## src/rtl/reaction_pkg.sv

```systemverilog
// Shared types and constants for the reaction game controller.
package reaction_pkg;

  // State codes double as the HEX5 display digit.
  typedef enum logic [3:0] {
    ST_IDLE   = 4'd0,
    ST_ARMED  = 4'd1,
    ST_TIMING = 4'd2,
    ST_SHOW   = 4'd3,
    ST_RESULT = 4'd4,
    ST_FAULT  = 4'd5
  } state_e;

  // Button synchroniser depth.
  localparam int SYNC_STAGES = 2;

  // 16-bit Fibonacci LFSR, taps 16,14,13,11 (right-shifting form: bits 0,2,3,5).
  localparam logic [15:0] LFSR_SEED = 16'hACE1;
  localparam logic [15:0] LFSR_TAPS = 16'h002D;

  function automatic logic [15:0] lfsr_step(input logic [15:0] s);
    return {^(s & LFSR_TAPS), s[15:1]};
  endfunction

endpackage

```

## src/rtl/reaction_game_ctrl_button_sync_edge.sv

```systemverilog
// Two-flop synchroniser for an active-low raw button, followed by a
// registered falling-edge detector: one pulse per press, however long held.
module button_sync_edge
  import reaction_pkg::*;
(
  input  logic clk,
  input  logic reset,
  input  logic btn_n,
  output logic press_p
);

  logic [SYNC_STAGES-1:0] sync_q;
  logic                   prev_q;
  logic                   press_q;

  // Synchronise, remember previous level, pulse on the high-to-low transition.
  always_ff @(posedge clk) begin
    if (!reset) begin
      sync_q  <= '1;
      prev_q  <= 1'b1;
      press_q <= 1'b0;
    end else begin
      sync_q  <= {sync_q[SYNC_STAGES-2:0], btn_n};
      prev_q  <= sync_q[SYNC_STAGES-1];
      press_q <= prev_q & ~sync_q[SYNC_STAGES-1];
    end
  end

  assign press_p = press_q;

endmodule

```

## src/rtl/reaction_game_ctrl.sv

```systemverilog
// Multi-round reaction timer: random arm delay, false-start detection,
// timeout saturation, per-game average and best-score tracking.
module reaction_game_ctrl
  import reaction_pkg::*;
#(
  parameter int TICK_DIV      = 50000,
  parameter int TIME_W        = 14,
  parameter int ROUNDS        = 4,
  parameter int MIN_DELAY_MS  = 1000,
  parameter int DELAY_SPAN_MS = 2048,
  parameter int TIMEOUT_MS    = 9999,
  parameter int SHOW_MS       = 1500
) (
  input  logic              clk,
  input  logic              reset,
  input  logic              start_n,
  input  logic              react_n,
  output logic [3:0]        state,
  output logic              go_led,
  output logic [3:0]        round_idx,
  output logic [TIME_W-1:0] disp_value,
  output logic              disp_blank,
  output logic [TIME_W-1:0] best_ms,
  output logic              new_best,
  output logic [7:0]        false_starts
);

  localparam int PRE_W  = (TICK_DIV > 1) ? $clog2(TICK_DIV) : 1;
  localparam int SUM_W  = TIME_W + 4;
  localparam int RND_SH = $clog2(ROUNDS);
  localparam int DLY_W  = $clog2(MIN_DELAY_MS + DELAY_SPAN_MS);
  localparam logic [15:0] SPAN_MASK = 16'(DELAY_SPAN_MS - 1);

  logic start_p, react_p;

  button_sync_edge u_start_sync (.clk(clk), .reset(reset), .btn_n(start_n), .press_p(start_p));
  button_sync_edge u_react_sync (.clk(clk), .reset(reset), .btn_n(react_n), .press_p(react_p));

  state_e            state_q, state_d;
  logic [15:0]       lfsr_q;
  logic [PRE_W-1:0]  pre_q, pre_d;
  logic [DLY_W-1:0]  delay_q, delay_d;
  logic [TIME_W-1:0] ms_q, ms_d;       // ticks since entry of the current state
  logic [TIME_W-1:0] last_q, last_d;
  logic [SUM_W-1:0]  sum_q, sum_d;
  logic [3:0]        round_q, round_d;
  logic [TIME_W-1:0] best_q, best_d;
  logic              new_best_q, new_best_d;
  logic [7:0]        fs_q, fs_d;

  logic              tick;
  logic              hold_done;
  logic              timeout_hit;
  logic [4:0]        round_inc;
  logic [TIME_W-1:0] avg;

  assign tick        = (pre_q == PRE_W'(TICK_DIV - 1));
  assign hold_done   = tick && (ms_q == TIME_W'(SHOW_MS - 1));
  assign timeout_hit = tick && (ms_q == TIME_W'(TIMEOUT_MS - 1));
  assign round_inc   = {1'b0, round_q} + 5'd1;
  assign avg         = TIME_W'(sum_q >> RND_SH);

  // State and datapath registers; the LFSR free-runs outside reset.
  always_ff @(posedge clk) begin
    if (!reset) begin
      state_q    <= ST_IDLE;
      lfsr_q     <= LFSR_SEED;
      pre_q      <= '0;
      delay_q    <= '0;
      ms_q       <= '0;
      last_q     <= '0;
      sum_q      <= '0;
      round_q    <= '0;
      best_q     <= '1;
      new_best_q <= 1'b0;
      fs_q       <= '0;
    end else begin
      state_q    <= state_d;
      lfsr_q     <= lfsr_step(lfsr_q);
      pre_q      <= pre_d;
      delay_q    <= delay_d;
      ms_q       <= ms_d;
      last_q     <= last_d;
      sum_q      <= sum_d;
      round_q    <= round_d;
      best_q     <= best_d;
      new_best_q <= new_best_d;
      fs_q       <= fs_d;
    end
  end

  // Next-state and datapath updates for the game sequencer.
  always_comb begin
    state_d    = state_q;
    delay_d    = delay_q;
    ms_d       = ms_q;
    last_d     = last_q;
    sum_d      = sum_q;
    round_d    = round_q;
    best_d     = best_q;
    new_best_d = 1'b0;
    fs_d       = fs_q;

    case (state_q)
      ST_IDLE, ST_RESULT: begin
        if (start_p) begin
          state_d = ST_ARMED;
          round_d = '0;
          sum_d   = '0;
          fs_d    = '0;
        end
      end
      ST_ARMED: begin
        // A press before GO is a false start, even on the expiry cycle.
        if (react_p) begin
          state_d = ST_FAULT;
          if (fs_q != 8'hFF) fs_d = fs_q + 8'd1;
        end else if (delay_q == '0) begin
          state_d = ST_TIMING;
        end else if (tick) begin
          delay_d = delay_q - DLY_W'(1);
        end
      end
      ST_TIMING: begin
        // Timeout wins over a press arriving on the same cycle.
        if (timeout_hit) begin
          last_d  = TIME_W'(TIMEOUT_MS);
          sum_d   = sum_q + SUM_W'(TIMEOUT_MS);
          state_d = ST_SHOW;
        end else if (react_p) begin
          last_d  = ms_q;
          sum_d   = sum_q + SUM_W'(ms_q);
          state_d = ST_SHOW;
        end else if (tick) begin
          ms_d = ms_q + TIME_W'(1);
        end
      end
      ST_SHOW: begin
        if (start_p || hold_done) begin
          round_d = round_inc[3:0];
          if (round_inc == 5'(ROUNDS)) begin
            state_d = ST_RESULT;
            if (avg < best_q) begin
              best_d     = avg;
              new_best_d = 1'b1;
            end
          end else begin
            state_d = ST_ARMED;
          end
        end else if (tick) begin
          ms_d = ms_q + TIME_W'(1);
        end
      end
      ST_FAULT: begin
        if (hold_done) begin
          state_d = ST_ARMED;
        end else if (tick) begin
          ms_d = ms_q + TIME_W'(1);
        end
      end
      default: state_d = ST_IDLE;
    endcase

    // Every state entry restarts the ms timebase; ARMED also draws a new delay.
    pre_d = tick ? '0 : pre_q + PRE_W'(1);
    if (state_d != state_q) begin
      pre_d = '0;
      ms_d  = '0;
      if (state_d == ST_ARMED) begin
        delay_d = DLY_W'(MIN_DELAY_MS) + DLY_W'(lfsr_q & SPAN_MASK);
      end
    end
  end

  // Display selection per state.
  always_comb begin
    disp_value = '0;
    disp_blank = 1'b0;
    case (state_q)
      ST_IDLE, ST_ARMED: disp_blank = 1'b1;
      ST_TIMING:         disp_value = ms_q;
      ST_SHOW:           disp_value = last_q;
      ST_RESULT:         disp_value = avg;
      default:           disp_value = '0;
    endcase
  end

  assign state        = state_q;
  assign go_led       = (state_q == ST_TIMING);
  assign round_idx    = round_q;
  assign best_ms      = best_q;
  assign new_best     = new_best_q;
  assign false_starts = fs_q;

endmodule
```

## config.mk

```make
export PLATFORM = sky130hd
export DESIGN_NAME = reaction_game_ctrl
export DESIGN_NICKNAME = d
export VERILOG_FILES = /design/src/rtl/reaction_pkg.sv /design/src/rtl/reaction_game_ctrl_button_sync_edge.sv /design/src/rtl/reaction_game_ctrl.sv
export SDC_FILE = /design/constraint.sdc
export NUM_CORES = 1
export LEC_CHECK = 0
export CORE_ASPECT_RATIO = 1.5
export CORE_MARGIN = 2
export CORE_UTILIZATION = 47
export CTS_BUF_LIST = sky130_fd_sc_hd__clkbuf_4
export CTS_CLUSTER_DIAMETER = 50
export CTS_CLUSTER_SIZE = 30
export DETAILED_ROUTE_END_ITERATION = 10
export PLACE_DENSITY = 0.72
export SLEW_MARGIN = 0
export SYNTH_ARGS = -nofsm -noshare
export SYNTH_HDL_FRONTEND = slang
export SYNTH_HIERARCHICAL = 1
export SYNTH_SLANG_ARGS = --single-unit
```

## constraint.sdc

```tcl
create_clock -name clk -period 5.2 [get_ports clk]
set_input_delay 0.52 -clock clk [delete_from_list [all_inputs] [get_ports clk]]
set_output_delay 0.52 -clock clk [all_outputs]
set_load 0.005 [all_outputs]
```

Yosys cells after proc, flatten, opt, wreduce, memory -nomap -nowiden
Index checks and enable logic that the tools add are counted.
{ "word_totals": {"inputBits": 4, "register_bits": 129, "output_inout_bits": 47, "wordCells": 111} }
{ "classes": {"bitwise_logic": 5, "n_reduce_logical": 22, "n_lt_le_gt_ge": 1, "addsub": 8, "n_mux": 37, "eq_ne": 21} }
{ "ops": {"columns": ["cell", "n"], "rows": [
  ["$mux W14", 7],
  ["$pmux W14 S3", 2],
  ["$mux W12", 6],
  ["$mux W18", 3],
  ["$mux W4", 9],
  ["$pmux W18 S2", 1],
  ["$mux W8", 3],
  ["$pmux W4 S5", 1],
  ["$add A18 B14 Y18", 1],
  ["$add A18 B14 Y18 const B", 1],
  ["$add A16 B1 Y16 const B", 1],
  ["$eq A16 B16 Y1 const B", 1],
  ["$pmux W8 S2", 1],
  ["$reduce_xor A16 Y1", 1],
  ["$add A14 B1 Y14 const B", 1],
  ["$eq A14 B11 Y1 const B", 1],
  ["$eq A14 B14 Y1 const B", 1],
  ["$lt A14 B14 Y1", 1],
  ["$add A10 B11 Y12 const A", 1],
  ["$logic_not A12 Y1", 1],
  ["$ne A2 B2 Y1 const B", 6],
  ["$reduce_and A4 Y1", 3],
  ["$sub A12 B1 Y12 const B", 1],
  ["$add A8 B1 Y8 const B", 1],
  ["24 further kinds", 39]
]} }

Longest topological paths before layout
Gate-level depths: netlist of run 1.
{ "depth": {"ltp_word": 8, "depth_mapped": 16, "ltp_nobuf": 16} }

Modules after synthesis
The synthesis of run 1 kept the hierarchy.
{ "by_module_without_submodules": {"columns": ["mod", "n_inst", "area_each_um2", "cells_per_inst", "seq_area_each_um2"], "rows": [
  ["reaction_game_ctrl", 1, 6596.3, 793, 2382.3],
  ["button_sync_edge", 2, 107.6, 8, 80.1]
]} }

Worst setup path after synthesis of run 1
OpenSTA, ideal clock, no wires.
{ "synth_timing": {"path_type": "reg-to-reg", "start": "register ms_q[8]", "end": "register sum_q[14]", "t_arrival_ns": 3.280, "stages_incl_launch_ff": 16, "period_less_slack_ns": 3.351, "required_time_ns": 5.129, "path_slack_ns": 1.849, "n_path_buf": 1, "setup_time_ns": 0.071, "cell_sequence": "dfxtp_1 -> clkbuf_1 -> nand4bb_1 -> nor4_1 -> and2_0 -> or2_2 -> ha_1 -> inv_1 -> fa_1 -> nand2b_1 -> a21oi_1 -> o211ai_1 -> nand3_1 -> a31oi_1 -> or3_1 -> a21oi_1"} }
{ "synth_via": {"elab_chain_cells": 4, "word_cells_on_any_way": 8, "cone_classes": "add/sub: 1; eq/ne: 2; mux: 3; reduce/logical: 2"} }
{ "synth_rtl": {"columns": ["element", "line", "text"], "rows": [
  ["start, declared", "reaction_game_ctrl.sv:43", "logic [TIME_W-1:0] ms_q, ms_d;"],
  ["start signal, assigned", "reaction_game_ctrl.sv:82", "ms_q <= ms_d;"],
  ["$add A18 B14 Y18 / $eq A14 B14 Y1 (equally long branches)", "reaction_game_ctrl.sv:132, reaction_game_ctrl.sv:59", null],
  ["$mux W18 / $logic_and A1 B1 Y1 (equally long branches)", "reaction_game_ctrl.sv:130, reaction_game_ctrl.sv:59", null],
  ["$mux W18 / $ne A3 B1 Y1 (equally long branches)", null, null],
  ["$pmux W18 S2 / $reduce_and A3 Y1 (equally long branches)", null, null],
  ["end signal, assigned", "reaction_game_ctrl.sv:84", "sum_q <= sum_d;"],
  ["end, declared", "reaction_game_ctrl.sv:45", "logic [SUM_W-1:0] sum_q, sum_d;"]
]} }
Several ways; a longest one is shown, not always the timed one. The select of a mux whose other input is x is not followed.
A chain may end at the register's enable or synchronous reset.

Final worst setup path of run 1
{ "layout_timing": {"start": "register pre_q[0]", "end": "register sum_q[13]"} }
{ "layout_via": {"elab_chain_cells": 4, "word_cells_on_any_way": 6, "cone_classes": "eq/ne: 2; mux: 2; reduce/logical: 2"} }
{ "layout_rtl": {"columns": ["element", "line", "text"], "rows": [
  ["start, declared", "reaction_game_ctrl.sv:41", "logic [PRE_W-1:0] pre_q, pre_d;"],
  ["start signal, assigned", "reaction_game_ctrl.sv:80", "pre_q <= pre_d;"],
  ["$eq A16 B16 Y1 (*)", "reaction_game_ctrl.sv:57", "assign tick = (pre_q == PRE_W'(TICK_DIV - 1));"],
  ["$logic_and A1 B1 Y1 (*)", "reaction_game_ctrl.sv:59", "assign timeout_hit = tick && (ms_q == TIME_W'(TIMEOUT_MS - 1));"],
  ["$ne A3 B1 Y1 (no source line) / $mux W18 (equally long branches)", null, null],
  ["$reduce_and A3 Y1 (no source line) / $pmux W18 S2 (equally long branches)", null, null]
]} }
Mark *: on every way between the ends. The rest lies on a longest branch, timed or not.

==> summary.md, run 1 <==
The switching part of the total power is 0.2447, and the total global routing overflow is 0. The post-synth design cell area is 6812 um2, and the total net switching power is 433.3 uW. Once the clock tree was built, the setup fixing pass inserted 0 buffers. The startpoint identified for the worst register-to-register timing path is pre_q[0]$_SDFF_PP0_. The final cycle utilization of the critical path is 0.7496, and the delay of the slowest cell on the worst path is 0.54 ns. Fraction of post-synthesis cell area in the top cell type by area: 0.3733. The logs give 0 for the count of cells resized by post-cts repair and 127 for the total clock sinks.

The filler cells instantiated in the layout total 1323. After the last flow step, the layout net total stands at 877. The via count of the first global-routing pass was 5412. Share of cells above drive strength 1: 0.06714. Of all nets on the critical path, the largest fanout is 12. TritonCTS built the clock tree. For the reported max-cap violation count, the log shows 0. The tools report the maximum buffer depth of the clock tree as 2.

Setup repair after global routing left no endpoint under its margin. The signal on the critical path passes through ha_1 -> and3_1 -> and4_1 -> and2_0 -> nor2_1 -> inv_1 -> ha_1 -> nand2_1 -> a31oi_1 -> o211ai_1 -> a2111oi_0 -> o21ai_0 -> a31oi_1 -> nor2_1. The run gives 2542 um2 as the area used by sequential logic in the layout. The number of library cell types mapped by synthesis was 70; the largest net degree at the start of global routing was 37.

Endpoint class of the critical path: a flop. The die area is 15490 um2, and the final setup skew is 0.02177 ns. Routability-driven placement finished with a final weighted congestion of 0.9196.

The basic-gate share of the synthesized area counting and, or, nand and nor cells came out at 0.2550. The synthesized design contains 127 register bits. Buffers placed on the I/O ports in this run total 50. The areal power density over the cells was 230.2 nW/um2; the floorplan die height was 151.4 um.

The logs give 0.3733 for the post-synthesis sequential area ratio and 809 for the count of mapped cells out of synthesis. The flow ran to the end, and the final reports show no timing, DRC or antenna violations. The path category of the worst min-delay check was flop to flop. The number of nets in the synthesized netlist is 850.

Clock-pin slew was measured on the worst setup and hold paths at 0.11 ns. The endpoint required time on the critical path was 5.59 ns. The total routed wirelength was 16.28 mm.

The first detailed-routing pass ran for 6 iterations. The starting utilization of the core area is 0.4822. Async set-or-reset flop fraction in the synthesized netlist: 0. In the routed layout, each cell is associated on average with a via count of 5.519. The most area-hungry cell type in the Yosys netlist is sky130_fd_sc_hd__dfxtp_1. During I/O placement, the number of pins put on the boundary was 51. The first routing iteration left 269 violations. In this run the remaining antenna-violating nets after routing total 0. The tools report the number of antenna violations at the first check in global routing as 1. The fraction of the mapped netlist area in compound gates came out at 0.1357.

Based on the critical path, the design can be clocked at up to 256.5 MHz. The logs give 0 for the remaining design rule violation count and 26.20 mm for the global-route wire length before repair. Post-detailed-route wirelength per cell: 15.62 um. The xor-xnor portion of the synthesized cell area was 0.06943; the post-route minimum period was 3.898 ns. For this run, the leading register cell type out of synthesis is sky130_fd_sc_hd__dfxtp_1. Data arrives at the worst endpoint at 4.29 ns. Cell internal power was estimated by the tool at 1.338 mW. The tools report the number of setup violations in the final report as 0. X dimension of the die: 102.3 um.

Maximum resistive drop on vdd: 190.0 uV. By area the synthesized netlist is led by sky130_fd_sc_hd__dfxtp_1, sky130_fd_sc_hd__ha_1, sky130_fd_sc_hd__xor2_1, sky130_fd_sc_hd__nand2_1, sky130_fd_sc_hd__mux2i_1. At the pin with the least slew margin, the transition time is 0.9210 ns.

Post-synthesis share of cell area spent on full adders, half adders and majority gates: 0.06907. The critical path launch point was pre_q[0]$_SDFF_PP0_. In this run the most critical hold path is launched from lfsr_q[11]$_SDFF_PN1_.

Summed over all cells, the static leakage comes to 3.023 nW. Clock tree synthesis inserted a total of 17 buffers. Summing all multi-input logic gate instances after layout gives 3941 um2. Adding up every negative setup slack in the final design gives 0 ns. The logs give 14120 um2 for the core box area and 4 for the CTS H-tree depth. For the worst-skew pair, the clock arrives at the later sink with an insertion delay of 0.54 ns.

Total count of hold-check failures in the final report: 0. The worst relative slew slack is 0.3853. The slowest stage of the critical path is the sky130_fd_sc_hd__a2111oi_0 cell. The count of flip-flops with a built-in enable after synthesis was 0; the portion of total power attributed to sequential cells was 0.563.

STA classifies the critical path startpoint as a flop. From synthesis to final layout, the design area changed by 12.95%. The total half-perimeter wirelength after legalization and detailed placement came out at 11.72 mm.

A synthesized cell averages 8.420 um2. For this design, the CTS-stage hold fixing added 0 buffers. The combinational family with the most area after synthesis is simple AND/OR/NAND/NOR gates. The worst setup path is of the flop to flop kind.

The tree is rooted in a sky130_fd_sc_hd__clkbuf_4. The vias after detailed routing came out at 5751. The run gives 0 as the final number of max-transition violations. The logs give 1.771 mW for the power after layout and 0.405 for the clock share of power.

The run gives 6 as the synthesis warning total. The multiplexer share of the synthesized area works out to 0.04886. The combinational group share of total power was 0.032.

The combined global-route utilization of all metal layers was 0.2180; the number of rows in the core area was 53.
[final timing paths]
check                                end  slack, ns  cells past startpoint
setup / recovery  sum_q[13]$_SDFFE_PN0P_       1.30                     14
hold / removal     lfsr_q[10]$_SDFF_PN1_       0.42                      1
setup reg to reg  sum_q[13]$_SDFFE_PN0P_       1.30                     14
hold reg to reg    lfsr_q[10]$_SDFF_PN1_       0.42                      1
[logic make-up (layout without fill, tap and decap cells)]
| family | Yosys count | after routing |
|---|---|---|
| xor+xnor | 54 | 54 |
| other cells | 1 | 2 |
| buf+inv | 79 | 119 |
| flops | 127 | 127 |
| simple gates | 335 | 335 |
| fa+ha+maj | 37 | 37 |
| compound gates | 143 | 143 |
| mux | 33 | 33 |
[per-layer routing]
| layer | global-route usage | wire [um] | vias up |
|---|---|---|---|
| met1 | 0.2360 | 6577 | 2698 |
| met2 | 0.3895 | 8501 | 121 |
| li1 | - | - | 2892 |
| met5 | 0 | 0 | - |
| met4 | 0.09800 | 506 | 0 |
| met3 | 0.06045 | 696 | 40 |
[cell usage after synthesis (4+ instances only)]
cell type	number
sky130_fd_sc_hd__a21o_1	6
sky130_fd_sc_hd__nor2b_1	5
sky130_fd_sc_hd__nand3_1	25
sky130_fd_sc_hd__xor2_1	38
sky130_fd_sc_hd__a31oi_1	11
sky130_fd_sc_hd__nand2_1	87
sky130_fd_sc_hd__dfxtp_1	127
sky130_fd_sc_hd__nand2b_1	22
sky130_fd_sc_hd__nor3b_1	4
sky130_fd_sc_hd__and2_1	10
sky130_fd_sc_hd__buf_2	7
sky130_fd_sc_hd__clkbuf_1	35
sky130_fd_sc_hd__or3_1	11
sky130_fd_sc_hd__xnor2_1	16
sky130_fd_sc_hd__nand4_1	18
sky130_fd_sc_hd__nor3_1	29
sky130_fd_sc_hd__o21a_1	4
sky130_fd_sc_hd__nor4_1	4
sky130_fd_sc_hd__nor2_1	79
sky130_fd_sc_hd__or4_1	4
sky130_fd_sc_hd__a21oi_1	45
sky130_fd_sc_hd__buf_1	5
sky130_fd_sc_hd__mux2i_1	31
sky130_fd_sc_hd__inv_1	29
sky130_fd_sc_hd__ha_1	36
sky130_fd_sc_hd__a211oi_1	14
sky130_fd_sc_hd__o21ai_0	33
sky130_fd_sc_hd__and3_1	9
[power groups by stage]
stage	Combinational, mW	Clock [mW]	Sequential, mW
2_1_floorplan	0.0431	0	1.01
3_3_place_gp	0.0572	0	1.02
3_5_place_dp	0.0576	0	1.02
4_1_cts	0.0579	0.737	0.996
5_1_grt	0.0638	0.782	0.998
6_report	0.0571	0.718	0.996
[state kept, by name (all words and copies together) (netlist names)]
| signal | cells |
|---|---|
| last_q | 14 |
| sum_q | 16 |
| pre_q | 16 |
| u_start_sync/prev_q | 1 |
| false_starts | 8 |
| u_react_sync/prev_q | 1 |
| u_start_sync/sync_q | 2 |
| new_best | 1 |
| ms_q | 14 |
| delay_q | 12 |
| u_react_sync/sync_q | 2 |
| u_react_sync/press_p | 1 |
| u_start_sync/press_p | 1 |
| state | 4 |
| lfsr_q | 16 |
| best_ms | 14 |
| round_idx | 4 |
[stage by stage]
stage / instances / setup slack (ns) / instance area, um2 / hold WS, ns / util
after detailed placement: 1009 / 1.405 / 7393 / 0.3967 / 0.5234
after global routing: 1042 / 1.040 / 7694 / 0.4440 / 0.5447
after floorplan: 809 / 1.849 / 6812 / 0.3863 / -
after global placement: 1009 / 1.515 / 7393 / 0.3905 / 0.5234
after CTS: 1041 / 1.378 / 7691 / 0.4240 / 0.5445
final: 1042 / 1.302 / 7694 / 0.4209 / 0.5447
[layout by cell type (no fill, tap or decap), types with 4 or more instances in the layout]
master / synthesis / routed
sky130_fd_sc_hd__a21oi_1: 45 / 45
sky130_fd_sc_hd__dfxtp_1: 127 / 127
sky130_fd_sc_hd__xor2_1: 38 / 38
sky130_fd_sc_hd__nor3_1: 29 / 29
sky130_fd_sc_hd__o21ai_0: 33 / 33
sky130_fd_sc_hd__a31oi_1: 11 / 11
sky130_fd_sc_hd__clkbuf_4: 0 / 17
sky130_fd_sc_hd__nor2_1: 79 / 79
sky130_fd_sc_hd__and2_1: 10 / 10
sky130_fd_sc_hd__o21a_1: 4 / 4
sky130_fd_sc_hd__nand2b_1: 22 / 22
sky130_fd_sc_hd__nand4_1: 18 / 18
sky130_fd_sc_hd__buf_4: 0 / 8
sky130_fd_sc_hd__or3_1: 11 / 11
sky130_fd_sc_hd__and3_1: 9 / 9
sky130_fd_sc_hd__inv_1: 29 / 29
sky130_fd_sc_hd__mux2i_1: 31 / 31
sky130_fd_sc_hd__a21o_1: 6 / 6
sky130_fd_sc_hd__a211oi_1: 14 / 14
sky130_fd_sc_hd__nand3_1: 25 / 25
sky130_fd_sc_hd__nor3b_1: 4 / 4
sky130_fd_sc_hd__nand2_1: 87 / 87
sky130_fd_sc_hd__nor2b_1: 5 / 5
sky130_fd_sc_hd__xnor2_1: 16 / 16
sky130_fd_sc_hd__ha_1: 36 / 36
sky130_fd_sc_hd__nor4_1: 4 / 4
sky130_fd_sc_hd__or4_1: 4 / 4
sky130_fd_sc_hd__clkdlybuf4s50_1: 0 / 50
[layout make-up]
cell class / instances / area share
tap: 192 / 0.03122
inverter: 29 / 0.01415
antenna: 1 / 0.0003253
clock buffer: 17 / 0.01659
timing repair buffer: 58 / 0.07286
sequential: 127 / 0.3305
multi-input combinational: 603 / 0.5123
clock inverter: 15 / 0.02212
[worst max-delay path, delay by kind of cell (launching register included)]
family / cells / cell delay [ns]
DFF: 1 / 0.37
and+or+nand+nor: 6 / 1.39
adders and majority gates: 2 / 0.36
buffers and inverters: 1 / 0.08
AOI/OAI and AO/OA: 5 / 1.58
(Power assumes the default switching activity.)
==> run 2, diff against run 1 <==
clock period = 3.9 ns   (was 5.2 ns; I/O delays follow)
==> summary.md, run 2 (synthesis gave the netlist of run 1 again) <==
The clock drives 127 sinks. For the worst-skew pair, the clock arrives at the later sink with an insertion delay of 0.54 ns. Clock-pin slew was measured on the worst setup and hold paths at 0.12 ns. The routed design could run at a clock period as short as 3.521 ns. The run gives 2 as the maximum buffer depth of the clock tree. For the final setup skew, the log shows 0.02213 ns. The logs give 0 for the remaining design rule violation count and 3.066 nW for the total leakage power. Summed over all failing endpoints, the final setup total negative slack is 0 ns. Input and output buffers added on the ports amount to 50. The detailed router finished its first iteration with 315 violations.

Number of antenna violations at the first check in global routing: 1. Traced cell by cell, the critical path runs through nand4bb_1 -> nor4_2 -> and2_0 -> or2_2 -> ha_1 -> inv_1 -> fa_1 -> nand2b_1 -> a21oi_1 -> o211ai_1 -> nand3_1 -> a31oi_1 -> or3_1 -> a21oi_1. The H-tree was split into 4 levels. The sequential cells in the finished layout cover a total of 2542 um2.

The top cell types in the final layout, fill and taps aside, are sky130_fd_sc_hd__dfxtp_1, sky130_fd_sc_hd__nand2_1, sky130_fd_sc_hd__nor2_1. The tree is rooted in a sky130_fd_sc_hd__clkbuf_4. The routed layout has 5811 vias. STA puts the critical path data required time at 4.37 ns. The finished cells cover 7750 um2. Setup repair after global routing left no endpoint under its margin. The path category of the worst min-delay check was input port to flop. The post-synthesis to final-layout area growth works out to 13.78%.

In this run the most critical hold path is launched from react_n. Counting the fill cells in the layout gives 1327. The switching part of the total power was 0.2451. The pre-antenna-repair detailed-routing pass consisted of 5 iterations. The area occupied by multi-input gates is 3948 um2, and the post-detailed-route wirelength per cell is 15.63 um.

Delay of the slowest cell on the worst path: 0.50 ns. 51 I/O pins were placed. For the pin with the worst max-slew slack, the measured transition is 0.8029 ns.

The share of cells above drive strength 1 is 0.08023. The library cell used most frequently in the layout, excluding fill and tap cells, is sky130_fd_sc_hd__dfxtp_1. The worst setup path is captured at a flop.

The tools report the clock share of power as 0.386. STA classifies the critical path startpoint as a flop. Total routed wirelength: 16.46 mm. The die is 102.3 um wide. The run gives 3.99 ns as the critical path data arrival time. In this run the power spent charging and discharging nets is 560.7 uW. The internal power of the cells totals 1.727 mW. Dividing the detail-routed via count by the number of cells gives 5.519. The run gives 0.4822 as the starting utilization of the core area.

Once the clock tree was built, the resizer swapped 0 gates to a different size. The total half-perimeter wirelength after legalization and detailed placement is 11.92 mm. The areal power density over the cells was 295.2 nW/um2.

At the end of routability-driven placement, the weighted congestion stood at 0.8974. The dominant cell type by count on the critical path is sky130_fd_sc_hd__a21oi_1. The launching point of the worst reg2reg path was ms_q[8]$_SDFFE_PP0P_. The critical-path cell with the highest stage delay was sky130_fd_sc_hd__dfxtp_1.

The final cycle utilization of the critical path was 0.9029. Critical path launch point: ms_q[8]$_SDFFE_PP0P_. The logs give 0.5487 for the post-route core utilization and 0 for the total count of hold-check failures in the final report. Combinational group share of total power: 0.035.

The via count of the first global-routing pass was 5443; the worst relative slew slack was 0.4647. The logs give 43 for the largest net degree at the start of global routing and 237.5 uV for the maximum resistive drop on vdd. The portion of total power attributed to sequential cells was 0.580; the die area was 15490 um2. The combined global-route utilization of all metal layers was 0.2193. The first global-routing pass estimated 26.26 mm of wire. Once detail routing completed, the nets flagged for antenna violations numbered 0. The floorplan has 53 rows. TritonCTS created 17 clock buffers. For this run, the post-layout net count is 888. Core box area: 14120 um2.

For this run, the top clock speed supported by timing is 284.0 MHz. The run finished with clean final reports. The reported max-cap violation count was 0; the floorplan die height was 151.4 um.

In this run the worst path has a maximum fanout of 9. For the post-CTS repair timing setup buffer count, the log shows 0. Setup violations remaining at the end of the flow were counted as 0. In this run, post-CTS hold repair placed 0 buffers. TritonCTS built the clock tree.

The final number of max-transition violations is 0. The largest registers in the layout are lfsr_q (16), pre_q (16), sum_q (16). The critical path is of the flop to flop type.

For the total global routing overflow, the log shows 0. The tools report the post-detailed-placement cell area as 7476 um2.
[run 2: critical path, delay by kind of cell (launching register included)]
kind | cells | cell delay [ns]
AND/OR/NAND/NOR | 7 | 1.55
adder cells (fa/ha/maj) | 2 | 0.56
buffers and inverters | 1 | 0.05
AO/OA/AOI/OAI | 4 | 0.78
flip-flops | 1 | 0.50
[run 2: path summary, 6_finish.rpt]
| check | to | cells after the start | slack [ns] |
|---|---|---|---|
| worst max-delay path | sum_q[14]$_SDFFE_PN0P_ | 14 | 0.38 |
| worst min-delay path | u_react_sync/sync_q[0]$_SDFF_PN1_ | 2 | 0.41 |
| worst max register to register | sum_q[14]$_SDFFE_PN0P_ | 14 | 0.38 |
| worst min register to register | u_start_sync/sync_q[1]$_SDFF_PN1_ | 1 | 0.42 |
[run 2: per-layer routing]
layer,global-route usage,wire length (um),up-vias
met3,0.05168,684,35
met1,0.2338,6620,2740
met5,0,0,-
met2,0.4000,8710,123
li1,-,-,2913
met4,0.1033,448,0
[run 2: metrics by stage]
stage / instances / power, mW / hold WS [ns] / setup WS (ns)
final: 1053 / 2.288 / 0.4093 / 0.3788
after global routing: 1053 / 2.375 / 0.3877 / 0.06627
after CTS: 1052 / 2.313 / 0.3692 / 0.3400
after detailed placement: 1020 / 1.435 / 0.3941 / 0.3938
after global placement: 1020 / 1.435 / 0.3910 / 0.4618
after floorplan: 809 / 1.409 / 0.3863 / 0.5492
[run 2: final cells by class]
cell class / instances / area share
Sequential cell: 127 / 0.3281
Clock inverter: 13 / 0.01582
Timing Repair Buffer: 69 / 0.08298
Antenna cell: 1 / 0.0003229
Clock buffer: 19 / 0.01840
Multi-Input combinational cell: 603 / 0.5094
Tap cell: 192 / 0.03100
Inverter: 29 / 0.01405
[run 2: power groups by stage]
stage	sequential, mW	combinational [mW]	clock, mW
after floorplan	1.35	0.0574	0
after global placement	1.36	0.0795	0
after detailed placement	1.36	0.0800	0
after CTS	1.33	0.0804	0.906
after global routing	1.33	0.0887	0.957
final	1.33	0.0796	0.882
==> run 3, diff against run 2 <==
ABC_AREA = 1   (was unset)
==> summary.md, run 3 <==
Leaving out fill and tap cells, the most frequent cells in the layout are sky130_fd_sc_hd__nand2_1, sky130_fd_sc_hd__inv_1, sky130_fd_sc_hd__dfxtp_1. Summing every instance area after synthesis gives 7483 um2. The logs give 0.411 for the clock share of power and 1155 for the number of nets at the end of the flow. Endpoint class of the critical path: a flop. The most used routing layer in global routing was met2. Hold repair after CTS inserted 0 buffers. The H-tree generated during clock tree synthesis spans 4 levels.

The tools report the total negative slack for setup checks as 0 ns. TritonCTS built the clock tree. The worst hold path belongs to the class input port to flop. The number of buffer cells added on primary ports is 50, and the met2 track demand over resource is 0.4391. For the worst setup path, the data required time is 4.38 ns. The clock net in this run drives a total of 127 sinks. The met1 usage in global routing came out at 0.2650. The worst hold path passes through 3 cells. For this run, design rule violations remaining after detail routing come to 0. The tree is rooted in a sky130_fd_sc_hd__clkbuf_4.

Entering global routing, the biggest net connects 56 pins. The most used flip-flop cell after synthesis is sky130_fd_sc_hd__dfxtp_1. The post-route core utilization is 0.5396, and the post-synthesis share of cell area spent on full adders, half adders and majority gates is 0.06287. The number of setup violations in the final report was 0; the global-route wire length before repair was 31.66 mm. 51 I/O pins were placed. The largest registers in the layout are lfsr_q (16), pre_q (16), sum_q (16). Areal power density over the cells: 295.4 nW/um2. Max-cap violations in this run came to 0. Setup repair after global routing left no endpoint under its margin. After detailed routing, the number of vias per cell comes to 5.169. The total net switching power is 667.2 uW, and the count of flip-flops with a built-in enable after synthesis is 0.

From synthesis to final layout, the design area changed by 12.66%. The type of the worst setup path was flop to flop. Clock tree synthesis inserted a total of 17 buffers. For this block, the via count after detailed routing is 6880. Hold is met by 0.3617 ns. STA puts the critical path data arrival time at 3.86 ns. By count the netlist is led by sky130_fd_sc_hd__nand2_1, sky130_fd_sc_hd__inv_1, sky130_fd_sc_hd__dfxtp_1. The total half-perimeter wirelength after legalization and detailed placement was 14.47 mm; the post-synthesis area per instance was 6.948 um2. Most area-hungry cell type in the Yosys netlist: sky130_fd_sc_hd__dfxtp_1. The final setup skew was 0.02589 ns.

In this run the horizontal extent of the chip is 107.0 um. The number of library cell types mapped by synthesis is 52. The routability congestion estimate from global placement is 0.9192. After synthesis, the largest family of logic cells by area is simple AND/OR/NAND/NOR gates. Met3 layer usage reported by global route: 0.03561. The most common cell after layout, fill and taps aside is sky130_fd_sc_hd__nand2_1.

Yosys attributes the largest share of cell area to sky130_fd_sc_hd__dfxtp_1, sky130_fd_sc_hd__nand2_1, sky130_fd_sc_hd__inv_1, sky130_fd_sc_hd__ha_1, sky130_fd_sc_hd__nand3_1. Counting along the longest clock path gives a buffer depth of 2. Transition time of the tightest slew-check pin: 0.7876 ns.

In this run the worst path has a maximum fanout of 4. The number of nets in the synthesized netlist is 1118. Yosys printed 6 warnings.

Fraction of post-synthesis cell area in the top cell type by area: 0.3397. Switching part of the total power: 0.2679. Worst-skew pair later-pin latency: 0.55 ns.

Clock-pin slew was measured on the worst setup and hold paths at 0.12 ns. The total overflow left after global routing is 0. The kind of launch point of the worst setup path is a flop.

The die area is 16970 um2. The starting utilization of the core area came out at 0.4789. The first detailed-routing pass took 6 iterations. Derived from the worst setup path, the maximum achievable clock frequency is 295.1 MHz. The basic-gate share of the synthesized area counting and, or, nand and nor cells was 0.3105; the post-synthesis sequential area ratio was 0.3397. Measured along the y axis, the die boundary spans 158.5 um. The total leakage power is 3.746 nW. The via count of the first global-routing pass came out at 6567. The share of cells above drive strength 1 works out to 0.1029. The combinational group share of total power was 0.055; the remaining number of nets flagged by the antenna check after routing was 0. The run finished with clean final reports.

After floorplanning, the core was sized to cover 15630 um2. For the final number of max-transition violations, the log shows 0. Subtracting the final worst setup slack from the clock period gives 3.389 ns. The logs give 1.823 mW for the internal cell power and 0 for the count of cells resized by post-cts repair. Fraction of the mapped netlist area in compound gates: 0.1299. The post-detailed-route wirelength per cell is 14.57 um. For this block, the initial DRC count from the detailed router was 311. The multiplexer share of the synthesized area was 0. The tools report the total count of hold-check failures in the final report as 0. The final cycle utilization of the critical path came out at 0.8689. In this run the core area contains 56 standard-cell rows.

The worst relative slew slack is 0.4717. The logs give 160.6 uV for the maximum resistive drop on vdd and 19.40 mm for the total routed wirelength. The most repeated cell in the gate-level netlist after synthesis was sky130_fd_sc_hd__nand2_1.

The async set-or-reset flop fraction in the synthesized netlist was 0. The worst register-to-register path has a depth of 17. Synthesis handed over a netlist of 1077 instances. The combined global-route utilization of all metal layers is 0.2369, and the post-CTS repair timing setup buffer count is 0. The number of antenna violations at the first check in global routing was 1. In this run, synthesis produced a sequential element count of 127.

In this run the register-to-register setup slack is 0.51 ns. The xor-xnor portion of the synthesized cell area was 0.05517; the portion of total power attributed to sequential cells was 0.535.
[run 3: changes by cell type after synthesis, moves of 11 or more]
| cell | before | now |
|---|---|---|
| sky130_fd_sc_hd__a211oi_1 | 14 | 3 |
| sky130_fd_sc_hd__nand2b_1 | 22 | 0 |
| sky130_fd_sc_hd__o211ai_1 | 3 | 16 |
| sky130_fd_sc_hd__nor2_4 | 0 | 14 |
| sky130_fd_sc_hd__nand3_1 | 25 | 88 |
| sky130_fd_sc_hd__inv_2 | 0 | 21 |
| sky130_fd_sc_hd__or3_1 | 11 | 0 |
| sky130_fd_sc_hd__nand2_1 | 87 | 232 |
| sky130_fd_sc_hd__o21ai_0 | 33 | 56 |
| sky130_fd_sc_hd__inv_1 | 29 | 131 |
| sky130_fd_sc_hd__nor2_1 | 79 | 98 |
| sky130_fd_sc_hd__mux2i_1 | 31 | 0 |
| sky130_fd_sc_hd__nor3_1 | 29 | 14 |
| sky130_fd_sc_hd__a21oi_1 | 45 | 70 |
[run 3: worst max-delay path: stages, from the launching register on]
cell and delay [ns]:
sky130_fd_sc_hd__dfxtp_1 0.38, sky130_fd_sc_hd__ha_1 0.22, sky130_fd_sc_hd__nand2_1 0.07, sky130_fd_sc_hd__nor2_1 0.13, sky130_fd_sc_hd__nand3_1 0.13, sky130_fd_sc_hd__nor2_4 0.17
sky130_fd_sc_hd__nand2_2 0.10, sky130_fd_sc_hd__nand2_1 0.08, sky130_fd_sc_hd__ha_1 0.17, sky130_fd_sc_hd__inv_1 0.06, sky130_fd_sc_hd__fa_1 0.39, sky130_fd_sc_hd__o21ai_0 0.38
sky130_fd_sc_hd__a21boi_0 0.21, sky130_fd_sc_hd__o21ai_0 0.35, sky130_fd_sc_hd__a21oi_1 0.13, sky130_fd_sc_hd__a21oi_1 0.13, sky130_fd_sc_hd__o21ai_0 0.10, sky130_fd_sc_hd__a21oi_1 0.13
[run 3: cell type report]
type	count	area (um2)
Antenna cell	1	2.502
Tap cell	203	254.0
Sequential cell	127	2542
Clock buffer	18	135.1
Inverter	153	574.3
Clock inverter	14	183.9
Fill cell	1563	7194
Multi-Input combinational cell	757	4183
Timing Repair Buffer	58	555.5
[run 3: routing by layer]
metal  part of all wire  routed length, um
met3              0.041                791
met2               0.53              10280
met5                  0                  0
met4              0.032                625
met1               0.40               7698
[run 3: kinds of logic (layout without fill, tap and decap cells)]
kind of cell,Yosys count,in the layout
flops,127,127
buf+inv,193,243
fa+ha+maj,37,37
other cells,1,2
compound gates,171,171
simple gates,503,503
xor+xnor,45,45
[run 3: power groups by stage]
stage          combinational (mW)  clock (mW)  sequential [mW]
4_1_cts                     0.137        1.04             1.33
3_5_place_dp                0.136           0             1.36
5_1_grt                     0.153        1.10             1.33
3_3_place_gp                0.135           0             1.36
2_1_floorplan               0.102           0             1.36
6_report                    0.136        1.02             1.33
[run 3: final timing paths]
path	from	end
worst min register to register	u_react_sync/sync_q[0]$_SDFF_PN1_	u_react_sync/sync_q[1]$_SDFF_PN1_
worst max-delay path	pre_q[0]$_SDFF_PP0_	sum_q[10]$_SDFFE_PN0P_
worst min-delay path	react_n	u_react_sync/sync_q[0]$_SDFF_PN1_
worst max register to register	pre_q[0]$_SDFF_PP0_	sum_q[10]$_SDFFE_PN0P_
[run 3: stage by stage]
stage / power [mW] / worst slack, ns / area [um2] / instances
3_5_place_dp: 1.497 / 0.6227 / 8109 / 1298
5_1_grt: 2.593 / 0.1551 / 8431 / 1331
4_1_cts: 2.512 / 0.5180 / 8428 / 1330
3_3_place_gp: 1.494 / 0.7724 / 8109 / 1298
2_1_floorplan: 1.460 / 1.046 / 7483 / 1077
6_report: 2.491 / 0.5113 / 8431 / 1331
